==> src/rtl/dds_spi_pkg.sv <==
// rtl/dds_spi_pkg.sv - shared types, constants and helpers for the DDS serial-port blocks
package dds_spi_pkg;

  typedef enum logic [2:0] {
    IDLE,
    SYNC,
    SHIFT,
    HOLD,
    DONE
  } state_t;

  localparam logic READ_FLAG   = 1'b1;
  localparam int   INSTR_W     = 8;
  localparam int   SYNC_CYCLES = 2;

  // Zero requests one byte; anything above the configured maximum is clamped.
  function automatic logic [3:0] clamp_nbytes(input logic [3:0] n, input logic [3:0] max_b);
    logic [3:0] r;
    r = (n == 4'd0) ? 4'd1 : n;
    if (r > max_b) r = max_b;
    return r;
  endfunction

endpackage

==> src/rtl/spi_clk_div.sv <==
// rtl/spi_clk_div.sv - SCLK half-period divider with rise/fall strobes, active only while enabled
module spi_clk_div #(
  parameter int CLK_DIV = 2
) (
  input  logic clk,
  input  logic rst,
  input  logic en,
  output logic sclk,
  output logic rise_tick,
  output logic fall_tick
);

  localparam logic [7:0] HMAX = 8'(CLK_DIV - 1);

  logic [7:0] hcnt;

  // Count H cycles per phase; held at low phase, count 0 whenever disabled.
  always_ff @(posedge clk) begin
    if (rst || !en) begin
      hcnt <= '0;
      sclk <= 1'b0;
    end else if (hcnt == HMAX) begin
      hcnt <= '0;
      sclk <= ~sclk;
    end else begin
      hcnt <= hcnt + 8'd1;
    end
  end

  // rise_tick marks the first high cycle (SDO sample point), fall_tick the last one.
  assign rise_tick = en && sclk && (hcnt == 8'd0);
  assign fall_tick = en && sclk && (hcnt == HMAX);

endmodule

==> src/rtl/dds_rd_cmd.sv <==
// rtl/dds_rd_cmd.sv - DDS serial-port register read initiator; LSB_FIRST_EN selects LSB-first bit order
module dds_rd_cmd
  import dds_spi_pkg::*;
#(
  parameter int CLK_DIV   = 2,
  parameter int MAX_BYTES = 8
) (
  input  logic                   clk,
  input  logic                   rst,
  input  logic                   start,
  input  logic [7:0]             addr,
  input  logic [3:0]             nbytes,
  output logic [8*MAX_BYTES-1:0] dout,
  output logic                   done,
  output logic                   busy,
  output logic                   SYNCIO,
  output logic                   SCLK,
  output logic                   SDIO,
  output logic                   CS,
  input  logic                   SDO
);

  localparam int         DW        = 8 * MAX_BYTES;
  localparam int         BMAX      = 8 * (1 + MAX_BYTES);
  localparam int         BCW       = $clog2(BMAX);
  localparam logic [7:0] HMAX      = 8'(CLK_DIV - 1);
  localparam logic [7:0] SYNC_LAST = 8'(SYNC_CYCLES - 1);
  localparam logic [3:0] MAXB      = 4'(MAX_BYTES);

  state_t          state;
  logic [7:0]      instr_sr;
  logic [BCW-1:0]  bit_cnt;
  logic [BCW-1:0]  last_bit;
  logic [7:0]      cyc_cnt;
  logic [7:0]      byte_sr;
  logic [DW-1:0]   data_sr;

  logic [3:0]      nb_eff;
  logic [7:0]      byte_next;
  logic            instr_bit;
  logic [7:0]      instr_shifted;
  logic            is_data;
  logic            byte_end;
  logic            rise_tick;
  logic            fall_tick;
  logic            sclk_int;
  logic            unused_addr_msb;

  assign unused_addr_msb = addr[7];
  assign nb_eff          = clamp_nbytes(nbytes, MAXB);
  assign is_data         = (bit_cnt >= BCW'(INSTR_W));
  assign byte_end        = (bit_cnt[2:0] == 3'd7);
  assign SCLK            = sclk_int;

`ifdef LSB_FIRST_EN
  assign byte_next     = {SDO, byte_sr[7:1]};
  assign instr_bit     = instr_sr[0];
  assign instr_shifted = {1'b0, instr_sr[7:1]};
`else
  assign byte_next     = {byte_sr[6:0], SDO};
  assign instr_bit     = instr_sr[7];
  assign instr_shifted = {instr_sr[6:0], 1'b0};
`endif

  spi_clk_div #(
    .CLK_DIV (CLK_DIV)
  ) u_clk_div (
    .clk       (clk),
    .rst       (rst),
    .en        (state == SHIFT),
    .sclk      (sclk_int),
    .rise_tick (rise_tick),
    .fall_tick (fall_tick)
  );

  // Transfer sequencer: sync pulse, instruction out, data in, hold, then publish dout.
  always_ff @(posedge clk) begin
    if (rst) begin
      state    <= IDLE;
      CS       <= 1'b1;
      SDIO     <= 1'b0;
      SYNCIO   <= 1'b0;
      done     <= 1'b0;
      busy     <= 1'b0;
      dout     <= '0;
      instr_sr <= '0;
      bit_cnt  <= '0;
      last_bit <= '0;
      cyc_cnt  <= '0;
      byte_sr  <= '0;
      data_sr  <= '0;
    end else begin
      case (state)
        IDLE: begin
          if (start) begin
            instr_sr <= {READ_FLAG, addr[6:0]};
            last_bit <= BCW'(8 * (int'(nb_eff) + 1) - 1);
            data_sr  <= '0;
            byte_sr  <= '0;
            bit_cnt  <= '0;
            cyc_cnt  <= '0;
            SYNCIO   <= 1'b1;
            busy     <= 1'b1;
            state    <= SYNC;
          end
        end
        SYNC: begin
          if (cyc_cnt == SYNC_LAST) begin
            SYNCIO   <= 1'b0;
            CS       <= 1'b0;
            SDIO     <= instr_bit;
            instr_sr <= instr_shifted;
            cyc_cnt  <= '0;
            state    <= SHIFT;
          end else begin
            cyc_cnt <= cyc_cnt + 8'd1;
          end
        end
        SHIFT: begin
          // Instruction-phase samples are dropped; data bytes are committed whole.
          if (rise_tick && is_data) begin
            byte_sr <= byte_next;
            if (byte_end) data_sr <= DW'({data_sr, byte_next});
          end
          if (fall_tick) begin
            if (bit_cnt == last_bit) begin
              SDIO    <= 1'b0;
              cyc_cnt <= '0;
              state   <= HOLD;
            end else begin
              bit_cnt  <= bit_cnt + 1'b1;
              SDIO     <= instr_bit;
              instr_sr <= instr_shifted;
            end
          end
        end
        HOLD: begin
          if (cyc_cnt == HMAX) begin
            CS    <= 1'b1;
            done  <= 1'b1;
            dout  <= data_sr;
            state <= DONE;
          end else begin
            cyc_cnt <= cyc_cnt + 8'd1;
          end
        end
        DONE: begin
          done  <= 1'b0;
          busy  <= 1'b0;
          state <= IDLE;
        end
        default: state <= IDLE;
      endcase
    end
  end

endmodule

==> config.mk <==
export PLATFORM = sky130hd
export DESIGN_NAME = dds_rd_cmd
export DESIGN_NICKNAME = d
export VERILOG_FILES = /design/src/rtl/dds_spi_pkg.sv /design/src/rtl/spi_clk_div.sv /design/src/rtl/dds_rd_cmd.sv
export SDC_FILE = /design/constraint.sdc
export NUM_CORES = 1
export LEC_CHECK = 0
export ABC_CLOCK_PERIOD_IN_PS = 5000
export CAP_MARGIN = 20
export CORE_ASPECT_RATIO = 0.75
export CORE_UTILIZATION = 59
export CTS_CLUSTER_SIZE = 12
export DETAILED_ROUTE_END_ITERATION = 10
export PLACE_DENSITY = 0.84
export SLEW_MARGIN = 30
export SYNTH_ARGS = -nofsm -noshare
export SYNTH_HDL_FRONTEND = slang
export SYNTH_SLANG_ARGS = --single-unit
==> constraint.sdc <==
create_clock -name clk -period 5 [get_ports clk]
set_input_delay 0.75 -clock clk [delete_from_list [all_inputs] [get_ports clk]]
set_output_delay 0.75 -clock clk [all_outputs]
set_load 0.05 [all_outputs]
Yosys cells after proc, flatten, opt, wreduce, memory -nomap -nowiden. Index checks and enable logic that the tools add are counted.

Reduce and logical (&&, ||, !) cells: 31. Multiplexer cells: 40. Bitwise gates (word level): 1. Multiply operators: 0. Shifts and indexed selects: 0. Magnitude comparators: 2. Equal/unequal tests: 17. $add $sub $neg: 5. Div/mod/pow operators: 0.

Operators by type and width (number): two-way mux 64 bit (3); one-hot mux 64 bit (2 select lines) (1); two-way mux 8 bit (9); one-hot mux 8 bit (4 select lines) (1); two-way mux 7 bit (4); one-hot mux 7 bit (2 select lines) (2); one-hot mux 8 bit (3 select lines) (1); inequality test 2 bit (second input constant) (9); adder 8 x 1 -> 8 bit (second input constant) (2); == test 8 x 1 -> 1 bit (second input constant) (2); two-way mux 3 bit (5); AND reduction 5 bit (3); one-hot mux 3 bit (4 select lines) (1); AND reduction 3 bit (4); nonzero test 2 bit (6); one-hot mux 1 bit (2 select lines) (5); zero test 8 bit (1); two-way mux 4 bit (2); AND reduction 2 bit (4); AND reduction 4 bit (2); adder 7 x 1 -> 7 bit (second input constant) (1); == test 7 bit (1); greater-or-equal comparator 7 x 4 -> 1 bit (second input constant) (1); subtractor 7 x 1 -> 7 bit (second input constant) (1); 15 further kinds (25).

Memory bits (read-only): 0. Register bits: 182. Memories kept: 0. Latch bits: 0. Bits of input ports: 16. Bits in writable memories: 0. Output and inout bits: 70. Logic and storage cells: 111.

Logic depth before layout (Yosys ltp). Gate-level depths: netlist of the first run.

Depth in word-level cells: 6. Gate-level depth with buffers: 9. Depth with buffers taken out: 7.

By module. A second synthesis of the first run with hierarchy kept.

Cells, all modules: 873. Area, all modules: 7113.1 µm².

Modules (own cells, without submodules): dds_rd_cmd (area an instance 6683.9 µm², sequential area each 3423.3 µm², cells an instance 824, instances 1); spi_clk_div (area an instance 429.2 µm², sequential area each 180.2 µm², cells an instance 49, instances 1).

Least setup slack after synthesis of the first run. Ideal clock, no wire load.

Path type: register to register. Start: register u_clk_div.sclk. End: register cyc_cnt[1]. Stages on the path, launching flop included: 6. Arrival: 2.470 ns. Path slack: 2.409 ns. Required time: 4.879 ns. Setup time: 0.121 ns. Path buffers: 0. Period minus slack after synthesis: 2.591 ns. Cell sequence: dfxtp_1 -> or4bb_1 -> or2_0 -> or4_4 -> a211oi_4 -> mux2_4.

Word-level cells in the longest chain between the ends: 4.

Ends and longest elaborated chain: start, declared (RTL line spi_clk_div.sv:8) `output logic sclk,`; start signal, assigned (RTL line spi_clk_div.sv:24) `sclk <= ~sclk;`; logical AND 1 bit (2 in a row) (RTL line spi_clk_div.sv:32) `assign fall_tick = en && sclk && (hcnt == HMAX);`; inequality test 2 bit (no line); AND reduction 5 bit (no line); end signal, assigned (RTL line dds_rd_cmd.sv:116) `cyc_cnt <= cyc_cnt + 8'd1;`; end signal, assigned (RTL line dds_rd_cmd.sv:144) `cyc_cnt <= cyc_cnt + 8'd1;`; end, declared (RTL line dds_rd_cmd.sv:34) `logic [7:0] cyc_cnt;`.

No other way between the ends. A chain may end at the register's enable or synchronous reset.

Final worst setup path of the first run.
Start: register u_clk_div.hcnt[2]. End: register data_sr[6].

Word-level cells in the longest chain between the ends: 5.

Ends and longest elaborated chain: start, declared (RTL line spi_clk_div.sv:15) `logic [7:0] hcnt;`; start signal, assigned (RTL line spi_clk_div.sv:26) `hcnt <= hcnt + 8'd1;`; zero test 8 bit (RTL line spi_clk_div.sv:31) `assign rise_tick = en && sclk && (hcnt == 8'd0);`; logical AND 1 bit (RTL line spi_clk_div.sv:31); logical AND 1 bit (RTL line dds_rd_cmd.sv:121) `if (rise_tick && is_data) begin`; inequality test 2 bit (no line); AND reduction 4 bit (no line); end signal, assigned (RTL line dds_rd_cmd.sv:123) `if (byte_end) data_sr <= DW'({data_sr, byte_next});`; end, declared (RTL line dds_rd_cmd.sv:36) `logic [DW-1:0] data_sr;`.

No other way between the ends.

==> results of run 1 <==
==> worst register-to-register path, cell delays in order (launching register included) <==
cell and delay [ns]:
dfxtp_1 0.37, or4_1 0.69, nor4_4 0.67, nand3_1 0.23, o2bb2ai_4 0.21, buf_4 0.36, a22o_1 0.34
==> registers in the layout, summed over array words and instances (netlist names) <==
register,count
state,3
dout,64
data_sr,64
busy,1
SYNCIO,1
bit_cnt,7
cyc_cnt,8
instr_sr,8
u_clk_div.sclk,1
last_bit,5
SDIO,1
done,1
byte_sr,7
CS,1
u_clk_div.hcnt,8
==> per-layer routing <==
metal	routed length (um)	global-route usage [%]	vias up
li1	-	-	2672
met1	7410	36.9	2760
met2	7500	45.2	174
met3	754	4.78	23
met4	242	11.8	0
met5	0	0	-
==> report_power, final <==
| part | internal, W | total [W] | switching, W | leakage [nW] |
|---|---|---|---|---|
| logic | 0.0000563 | 0.000170 | 0.000114 | 1.07 |
| registers | 0.00145 | 0.00147 | 0.0000170 | 1.45 |
| clock network | 0.000907 | 0.00148 | 0.000573 | 0.322 |
| total | 0.00242 | 0.00312 | 0.000704 | 2.84 |
==> area by class of cell <==
class	count	area (um2)
inverter	10	37.5
timing repair buffer	89	876
clock buffer	18	439
sequential	180	3600
fill	744	2760
clock inverter	14	220
multi-input combinational	482	2870
tap	140	175
==> how the worst min path moves through the flow <==
stage                          start         end  slack [ns]  cells after the start
final                        dout[9]     dout[9]        0.45                      2
after global routing        dout[45]    dout[45]        0.47                      2
after CTS                    dout[9]     dout[9]        0.45                      2
after detailed placement    dout[13]    dout[13]        0.45                      2
after global placement      dout[51]    dout[51]        0.44                      2
after floorplan           byte_sr[6]  byte_sr[6]        0.43                      2
==> cell usage in the layout, fill, tap and decap left out, types with 2 or more instances in the layout <==
| cell type | Yosys | final |
|---|---|---|
| o21a_1 | 5 | 5 |
| xor2_1 | 7 | 7 |
| nor2_1 | 26 | 26 |
| o21ai_0 | 7 | 7 |
| nor4_4 | 1 | 2 |
| a31oi_1 | 2 | 2 |
| nand2b_1 | 7 | 7 |
| clkdlybuf4s50_1 | 0 | 83 |
| inv_6 | 0 | 5 |
| a311oi_1 | 11 | 11 |
| dfxtp_1 | 180 | 180 |
| a22o_1 | 64 | 64 |
| a21oi_1 | 100 | 100 |
| and3_1 | 7 | 6 |
| xnor2_1 | 5 | 5 |
| buf_4 | 0 | 6 |
| clkbuf_16 | 0 | 17 |
| nand3_1 | 13 | 12 |
| nand2_1 | 151 | 151 |
| bufinv_16 | 0 | 5 |
| ha_1 | 8 | 8 |
| nor3b_1 | 3 | 3 |
| a41oi_1 | 2 | 2 |
| or3_1 | 6 | 6 |
| clkinv_2 | 0 | 2 |
| a211oi_1 | 4 | 4 |
| or4_1 | 5 | 5 |
| nor3_1 | 8 | 8 |
| o2111ai_1 | 7 | 7 |
| nor2b_1 | 3 | 3 |
| o31ai_1 | 3 | 3 |
| mux2i_1 | 6 | 6 |
| inv_1 | 10 | 10 |
==> metrics by stage <==
| step | setup slack [ns] | hold slack (ns) | power [W] | std cells | cell area, um2 |
|---|---|---|---|---|---|
| after floorplan | 2.41 | 0.432 | 0.00162 | 722 | 6680 |
| after global routing | 1.90 | 0.473 | 0.00320 | 933 | 8220 |
| after global placement | 2.09 | 0.443 | 0.00166 | 901 | 7560 |
| after CTS | 2.10 | 0.455 | 0.00312 | 933 | 8220 |
| after detailed placement | 2.18 | 0.447 | 0.00167 | 901 | 7560 |
| final | 2.03 | 0.452 | 0.00312 | 933 | 8220 |
==> logic make-up after synthesis <==
family                     Yosys count  synth area share, %
DFF                                180                 53.9
and+or+nand+nor                    241                 16.3
xor gates and xnor gates            12                 1.57
AOI/OAI and AO/OA                  214                 21.9
adders and majority gates            8                 1.50
buffers and inverters               60                 3.74
muxes                                7                 1.12
==> results.cfg, run 1 <==
[run_status]
outcome = finished with violations
violations = design-rule violations

[synth]
yosysWarnings = 0
netlist_instances = 722
yosys.area.top_type = dfxtp_1
synth_top_cells_by_area = dfxtp_1, nand2_1, a22o_1
synth_cell_types = 49
syn-cell-area_um2 = 6680
synth_edf_count = 0
seq_area_frac_synth_pct = 53.9
ys_async_sr_fraction_pct = 0
ys_top_cells_by_count = dfxtp_1, nand2_1, a21oi_1, a22o_1, clkbuf_1
synth_ff_type = dfxtp_1
ys_seq_elements = 180
yosysTopAreaCellShare_pct = 53.9
syn_area_per_cell_um2 = 9.26
synth_most_common_cell = dfxtp_1
synth_nets = 746

[timing]
fmax_mhz = 336
setup_violations = 0
fin_crit_ns = 2.97
tns_ns = 0
slew_viol_final = 0
rsz0062_at_grt = no
finalHoldViolations = 0
tightest_slew_ns = 0.879
fin_skew_ns = 0.00797
period_share_pct = 59.5
slew_headroom_pct = 41.2

[setup_path]
worst-path-stages = 6
worst_ep_required_time_ns = 5.31
cp_slowest_cell = or4_1
worstReg2RegEnd = data_sr[6]
worstPathCellList = or4_1 -> nor4_4 -> nand3_1 -> o2bb2ai_4 -> buf_4 -> a22o_1
cp-end-kind = flop
r2r_slack_ns = 2.03
critPathMaxFanout = 64
critPathLaunchType = flop
path_class = reg -> reg
worstSetupEndpoint = data_sr[6]
cp_top_family = simple AND/OR/NAND/NOR gates
cp_num_buf_inv = 1
critical-path-max-stage-delay_ns = 0.69
arrival_ns = 3.29
cp-startpoint = u_clk_div.hcnt[2]
ff2ff_path_depth = 6
timing.rr.start = u_clk_div.hcnt[2]

[layout]
final_util_pct = 74.8
antennaDiodeCount = 0
layout-drive-gt1-share_pct = 6.18
fin_nets = 804
syn2layout_area_growth_pct = 23.0

[drt]
wl_per_cell_um = 17.1
antenna_left = 0
drt-pass1-iter-count = 8
drc = 11
via_per_inst = 6.03
totalWireLength_um = 15900
drt_iter0_drc = 545
vias = 5629

[grt]
antenna_found_initial = 0
grt_pass1_vias = 5196
grt-ovfl-total = 0
grt_use_total_pct = 27.8
grt_pass1_wl_um = 25800
grt_max_degree = 77

[floorplanning]
die_area_um2 = 11800
core_um2 = 11000
floorplan.initialDensity_pct = 60.9
row_count = 33
die_h_um = 94.2
die_w_um = 125
ioPinCount = 86

[clocking]
cts_resized = 0
clk-insertion-delay-late_ns = 0.43
clock_path_buffers = 2
cts_tree = yes
numCtsBuffers = 17
cts_setup_buffers = 0
clkSlewWorstSetupHoldPaths_ns = 0.07
cts_hold_buffers = 0
htree_levels = 4
clockRootBuffer = clkbuf_16
cts_sinks = 180

[power]
powerDensity_nw_per_um2 = 380
p_leak_nw = 2.84
peakVddDrop_mv = 0.281

[placed_design]
io_buffers = 84
place_congestion = 0.811
dpl.hpwl_um = 9870

[run]
maxCapViolations = 0

[hold_path]
min_path_type = reg -> reg
Power figures use the tool's default switching activity.
==> inputs of run 2 (changes only) <==
--- a/config.mk
+++ b/config.mk
@@ -5,13 +5,13 @@
 export SDC_FILE = /design/constraint.sdc
 export NUM_CORES = 1
 export LEC_CHECK = 0
-export ABC_CLOCK_PERIOD_IN_PS = 5000
+export ABC_CLOCK_PERIOD_IN_PS = 2480
 export CAP_MARGIN = 20
 export CORE_ASPECT_RATIO = 0.75
-export CORE_UTILIZATION = 59
+export CORE_UTILIZATION = 49
 export CTS_CLUSTER_SIZE = 12
 export DETAILED_ROUTE_END_ITERATION = 10
-export PLACE_DENSITY = 0.84
+export PLACE_DENSITY = 0.75
 export SLEW_MARGIN = 30
 export SYNTH_ARGS = -nofsm -noshare
 export SYNTH_HDL_FRONTEND = slang
==> constraint.sdc (replaced) <==
create_clock -name clk -period 2.48 [get_ports clk]
set_input_delay 0.372 -clock clk [delete_from_list [all_inputs] [get_ports clk]]
set_output_delay 0.372 -clock clk [all_outputs]
set_load 0.05 [all_outputs]
==> results.cfg, run 2 (same netlist as run 1, synthesis figures left out) <==
[layout]
fin_nets = 828
antennaDiodeCount = 0
layout-drive-gt1-share_pct = 10.2
largestRegisters = data_sr (64), dout (64)
final_area_um2 = 8470
final_common_cell = dfxtp_1
final_cell_mix = dfxtp_1, nand2_1, a21oi_1
syn2layout_area_growth_pct = 26.7
fillers = 1047

[power]
power.share.clock_pct = 43.8
peakVddDrop_mv = 0.603
p_leak_nw = 2.95
p_switching_w = 0.00142
p_seq_share_pct = 49.6
powerDensity_nw_per_um2 = 703
p_int_w = 0.00453
p_sw_share_pct = 23.9
power_w = 0.00595
pwr-share-comb_pct = 6.6

[timing]
period_share_pct = 99.6
slew_headroom_pct = 61.8
fin_crit_ns = 2.47
fmax_mhz = 405
tightest_slew_ns = 0.571
slew_viol_final = 0
rsz0062_at_grt = yes
setup_violations = 0
fin_skew_ns = 0.0144
finalHoldViolations = 0

[grt]
antenna_found_initial = 0
grt_pass1_wl_um = 24800
grt_max_degree = 100
grt_use_total_pct = 22.6
grt_pass1_vias = 4985
grt-ovfl-total = 0

[drt]
drt_iter0_drc = 434
vias = 5538
via_per_inst = 5.61
drc = 0
antenna_left = 0
wl_per_cell_um = 15.8
totalWireLength_um = 15600
drt-pass1-iter-count = 5

[placed_design]
place_congestion = 0.823
io_buffers = 84
postPlaceCellArea_um2 = 7810
dpl.hpwl_um = 10100

[setup_path]
cp-end-kind = flop
path_class = reg -> reg
critical-path-max-stage-delay_ns = 0.46
cp_slowest_cell = or4bb_4
worst_ep_required_time_ns = 2.80
worstPathCellList = inv_2 -> ha_4 -> or4bb_4 -> or2_4 -> or4_4 -> a211oi_4 -> mux2_4
critPathLaunchType = flop
arrival_ns = 2.79
critPathMaxFanout = 4

[clocking]
clock_path_buffers = 2
clockRootBuffer = clkbuf_16
clk-insertion-delay-late_ns = 0.43
clkSlewWorstSetupHoldPaths_ns = 0.07
htree_levels = 4
numCtsBuffers = 17
cts_tree = yes
cts_sinks = 180

[floorplanning]
floorplan.initialDensity_pct = 50.8
row_count = 36
die_h_um = 103
die_w_um = 137
core_um2 = 13200
die_area_um2 = 14100
ioPinCount = 86

[run_status]
outcome = finished clean

[hold_path]
min_path_type = in -> reg

[run]
maxCapViolations = 0
run 2: cell count changes in the layout (fill, tap and decap cells not counted), moves of 2 or more:
| cell | before | now |
|---|---|---|
| buf_4 | 6 | 24 |
| bufinv_16 | 5 | 1 |
| buf_12 | 0 | 5 |
| dfxtp_2 | 0 | 3 |
| dfxtp_1 | 180 | 177 |
| clkinv_4 | 1 | 3 |
| inv_6 | 5 | 3 |
run 2: layer usage:
layer | share of wire (%) | GRT usage, % | up-vias
li1 | - | - | 2724
met1 | 49 | 31.0 | 2655
met2 | 45 | 35.1 | 136
met3 | 4.2 | 4.82 | 23
met4 | 1.4 | 8.37 | 0
met5 | 0 | 0 | -
run 2: final cells by class:
cell class,instances,area [um2],area share [%]
Tap cell,171,214,2.53
Sequential cell,180,3610,42.6
Clock inverter,12,119,1.40
Multi-Input combinational cell,482,2910,34.4
Inverter,10,37.5,0.443
Clock buffer,20,457,5.39
Timing Repair Buffer,113,1120,13.3
run 2: worst paths after layout:
path	startpoint	endpoint	slack [ns]	depth (start not counted)
worst min-delay path	rst	byte_sr[2]	0.24	2
worst max register to register	u_clk_div.hcnt[1]	cyc_cnt[1]	0.009	7
worst max-delay path	u_clk_div.hcnt[1]	cyc_cnt[1]	0.009	7
worst min register to register	dout[50]	dout[50]	0.45	2
run 2: repair_timing:
item | 4_1_cts | 5_1_grt
endpoints found under the setup margin | 8 | 19
pin swaps | 2 | 1
resized for setup | 3 | 10
hold buffers | 0 | 0
buffers inserted | 2 | 2
run 2: stage by stage:
step / util [%] / setup WS (ns) / cells / hold slack [ns] / setup TNS [ns]
2_1_floorplan: - / 0.00515 / 722 / 0.432 / 0
3_3_place_gp: 59.4 / -0.0305 / 952 / 0.443 / -0.0305
3_5_place_dp: 59.4 / -0.0782 / 952 / 0.446 / -0.416
4_1_cts: 64.0 / -0.0175 / 986 / 0.230 / -0.0175
5_1_grt: 64.4 / -0.0150 / 988 / 0.236 / -0.0322
6_report: 64.4 / 0.00887 / 988 / 0.236 / 0
run 2: worst max-delay path, delay by kind of cell, from the launching register on:
kind	cells	cell delay [ns]
compound gates	1	0.37
fa+ha+maj	1	0.12
buf+inv	1	0.06
flops	1	0.32
mux	1	0.33
simple gates	3	1.16
run 2: power by group through the flow:
stage / combinational, W / sequential (W) / clock [W]
finish: 0.000392 / 0.00295 / 0.00260
global route: 0.000423 / 0.00296 / 0.00276
CTS: 0.000379 / 0.00295 / 0.00263
detailed placement: 0.000369 / 0.00302 / 0
global placement: 0.000356 / 0.00302 / 0
floorplan: 0.000237 / 0.00303 / 0
==> inputs of run 3 (changes only) <==
--- a/config.mk
+++ b/config.mk
@@ -7,12 +7,15 @@
 export LEC_CHECK = 0
 export ABC_CLOCK_PERIOD_IN_PS = 2480
 export CAP_MARGIN = 20
+export CELL_PAD_IN_SITES_DETAIL_PLACEMENT = 1
+export CELL_PAD_IN_SITES_GLOBAL_PLACEMENT = 2
 export CORE_ASPECT_RATIO = 0.75
-export CORE_UTILIZATION = 49
+export CORE_UTILIZATION = 30
 export CTS_CLUSTER_SIZE = 12
 export DETAILED_ROUTE_END_ITERATION = 10
-export PLACE_DENSITY = 0.75
+export PLACE_DENSITY_LB_ADDON = 0.1
 export SLEW_MARGIN = 30
 export SYNTH_ARGS = -nofsm -noshare
 export SYNTH_HDL_FRONTEND = slang
+export SYNTH_HIERARCHICAL = 1
 export SYNTH_SLANG_ARGS = --single-unit
==> results.cfg, run 3 <==
[synth]
ys_top_cells_by_count = nand2_1, dfxtp_1, a21oi_1, nand3_1, clkbuf_1
synth_ff_type = dfxtp_1
syn-cell-area_um2 = 7110
synth_most_common_cell = nand2_1
yosys.area.top_type = dfxtp_1
synth_nets = 897
synth_top_cells_by_area = dfxtp_1, a21oi_1, nand2_1
seq_area_frac_synth_pct = 50.7
synth-simple-area-share_pct = 24.6
ys_seq_elements = 180
yosys.area_share.adder_pct = 1.41
yosysWarnings = 6
yosysTopAreaCellShare_pct = 50.7
muxShareOfSynthArea_pct = 1.30
synth_compound_area_share_pct = 16.3
synth_top_family_by_area = simple AND/OR/NAND/NOR gates
synth_xor_area_share_pct = 1.11
syn_area_per_cell_um2 = 8.15
synth_cell_types = 55
ys_async_sr_fraction_pct = 0
synth_edf_count = 0
netlist_instances = 873

[grt]
grt-ovfl-total = 0
grt_pass1_wl_um = 33500
grt_max_degree = 70
grt_pass1_vias = 6329
antenna_found_initial = 0
grt_use_total_pct = 17.2

[timing]
period_share_pct = 104
tns_ns = -0.242
slew_headroom_pct = 43.1
fin_skew_ns = 0.0144
final_critical_path_setup_slack_ns = -0.0900
rsz0062_at_grt = yes
finalHoldViolations = 0
fmax_mhz = 389
slew_viol_final = 0
fin_crit_ns = 2.57
setup_violations = 4
tightest_slew_ns = 0.851

[clocking]
htree_levels = 4
cts_sinks = 180
clockRootBuffer = clkbuf_16
cts_tree = yes
clock_path_buffers = 2
clkSlewWorstSetupHoldPaths_ns = 0.07
cts_hold_buffers = 0
clk-insertion-delay-late_ns = 0.44
numCtsBuffers = 17

[run_status]
violations = design-rule violations, negative setup slack
outcome = finished with violations

[layout]
layout-drive-gt1-share_pct = 9.16
largestRegisters = data_sr (64), dout (64)
fin_nets = 972
final_common_cell = nand2_1
multi_input_area_um2 = 3270
antennaDiodeCount = 0
final_cell_mix = nand2_1, dfxtp_1, a21oi_1
fillers = 2724
layout.area.seq_um2 = 3600
syn2layout_area_growth_pct = 26.4

[drt]
totalWireLength_um = 20700
antenna_left = 0
drt_iter0_drc = 282
via_per_inst = 5.02
vias = 6336
drt-pass1-iter-count = 7
drc = 3
wl_per_cell_um = 16.4

[setup_path]
arrival_ns = 2.94
critPathLaunchType = flop
ff2ff_path_depth = 9
path_class = reg -> reg
worstReg2RegEnd = bit_cnt[4]
critPathMaxFanout = 5
worst_ep_required_time_ns = 2.85
worstSetupEndpoint = bit_cnt[4]
r2r_slack_ns = -0.09
cp-end-kind = flop
cp-startpoint = u_clk_div/hcnt[5]
timing.rr.start = u_clk_div/hcnt[5]

[power]
peakVddDrop_mv = 0.444
p_switching_w = 0.00162
p_leak_nw = 2.91
powerDensity_nw_per_um2 = 671
p_sw_share_pct = 26.9
p_int_w = 0.00441
power.share.clock_pct = 43.4
pwr-share-comb_pct = 7.9
p_seq_share_pct = 48.7

[floorplanning]
floorplan.initialDensity_pct = 30.8
row_count = 48
die_h_um = 135
ioPinCount = 86
die_area_um2 = 24300
core_um2 = 23100
die_w_um = 180

[placed_design]
place_congestion = 0.821
io_buffers = 84
pre_cts_ws_ns = -0.284
dpl.hpwl_um = 13800

[run]
maxCapViolations = 0

[hold_path]
min_path_type = in -> reg
run 3: cell count changes after synthesis, sizes merged, moves of 6 or more:
cell	delta
nand3	+72
a22o	-64
nand2	+62
a21oi	+60
clkbuf	+15
o21ai	+14
or3	+10
o2111ai	-7
a311oi	-6
run 3: logic make-up (layout without fill, tap and decap cells):
logic type / count (synthesis) / in the layout
multiplexers: 9 / 9
AND/OR/NAND/NOR: 385 / 385
flip-flops: 180 / 180
adder cells (fa/ha/maj): 8 / 8
AO/OA/AOI/OAI: 211 / 211
XOR/XNOR: 9 / 9
buffers and inverters: 71 / 159
run 3: metrics by stage:
step	hold WS, ns	cell area (um2)	cells	util [%]	power, W
2_1_floorplan	0.432	7160	873	-	0.00330
3_3_place_gp	0.444	8350	1225	36.1	0.00345
3_5_place_dp	0.447	8350	1225	36.1	0.00347
4_1_cts	0.327	8940	1258	38.7	0.00612
5_1_grt	0.368	8990	1261	38.9	0.00629
6_report	0.343	8990	1261	38.9	0.00603
run 3: final cells by class:
type | count | share of cell area, %
Tap cell | 300 | 4.18
Inverter | 10 | 0.418
Multi-Input combinational cell | 622 | 36.4
Sequential cell | 180 | 40.1
Clock buffer | 17 | 4.73
Clock inverter | 15 | 1.53
Timing Repair Buffer | 117 | 12.7
run 3: critical path, cell delays in order (launching register included):
cell,delay (ns)
dfxtp_1,0.32
or4_4,0.56
nor3_4,0.13
and4_4,0.24
mux2_4,0.16
o21bai_4,0.07
a311o_2,0.37
buf_6,0.15
or3_1,0.35
a21oi_2,0.14
run 3: how the worst min path moves through the flow:
| stage | from | end | slack, ns | cells after the start |
|---|---|---|---|---|
| 5_1_grt | rst | SDIO | 0.37 | 2 |
| 2_1_floorplan | byte_sr[6] | byte_sr[6] | 0.43 | 2 |
| 4_1_cts | rst | SDIO | 0.33 | 2 |
| 6_report | rst | SDIO | 0.34 | 2 |
| 3_3_place_gp | dout[33] | dout[33] | 0.44 | 2 |
| 3_5_place_dp | data_sr[63] | data_sr[63] | 0.45 | 2 |
run 3: repair_timing:
item | CTS | global route
setup endpoints to repair | 4 | 12
pin swaps | 6 | 2
buffers inserted | 1 | 3
cloned | 0 | 0
resized for setup | 5 | 4
run 3: metal layers:
| layer | global-route usage (%) | wire [um] | vias up |
|---|---|---|---|
| li1 | - | - | 3140 |
| met1 | 24.3 | 10600 | 3094 |
| met2 | 26.4 | 9330 | 91 |
| met3 | 3.66 | 573 | 11 |
| met4 | 5.08 | 203 | 0 |
| met5 | 0 | 0 | - |
run 3: power by group through the flow:
stage / clock network (W) / registers, W / logic (W)
after CTS: 0.00271 / 0.00294 / 0.000469
after floorplan: 0 / 0.00301 / 0.000292
after global routing: 0.00283 / 0.00294 / 0.000522
after global placement: 0 / 0.00300 / 0.000451
after detailed placement: 0 / 0.00300 / 0.000461
final: 0.00262 / 0.00294 / 0.000478
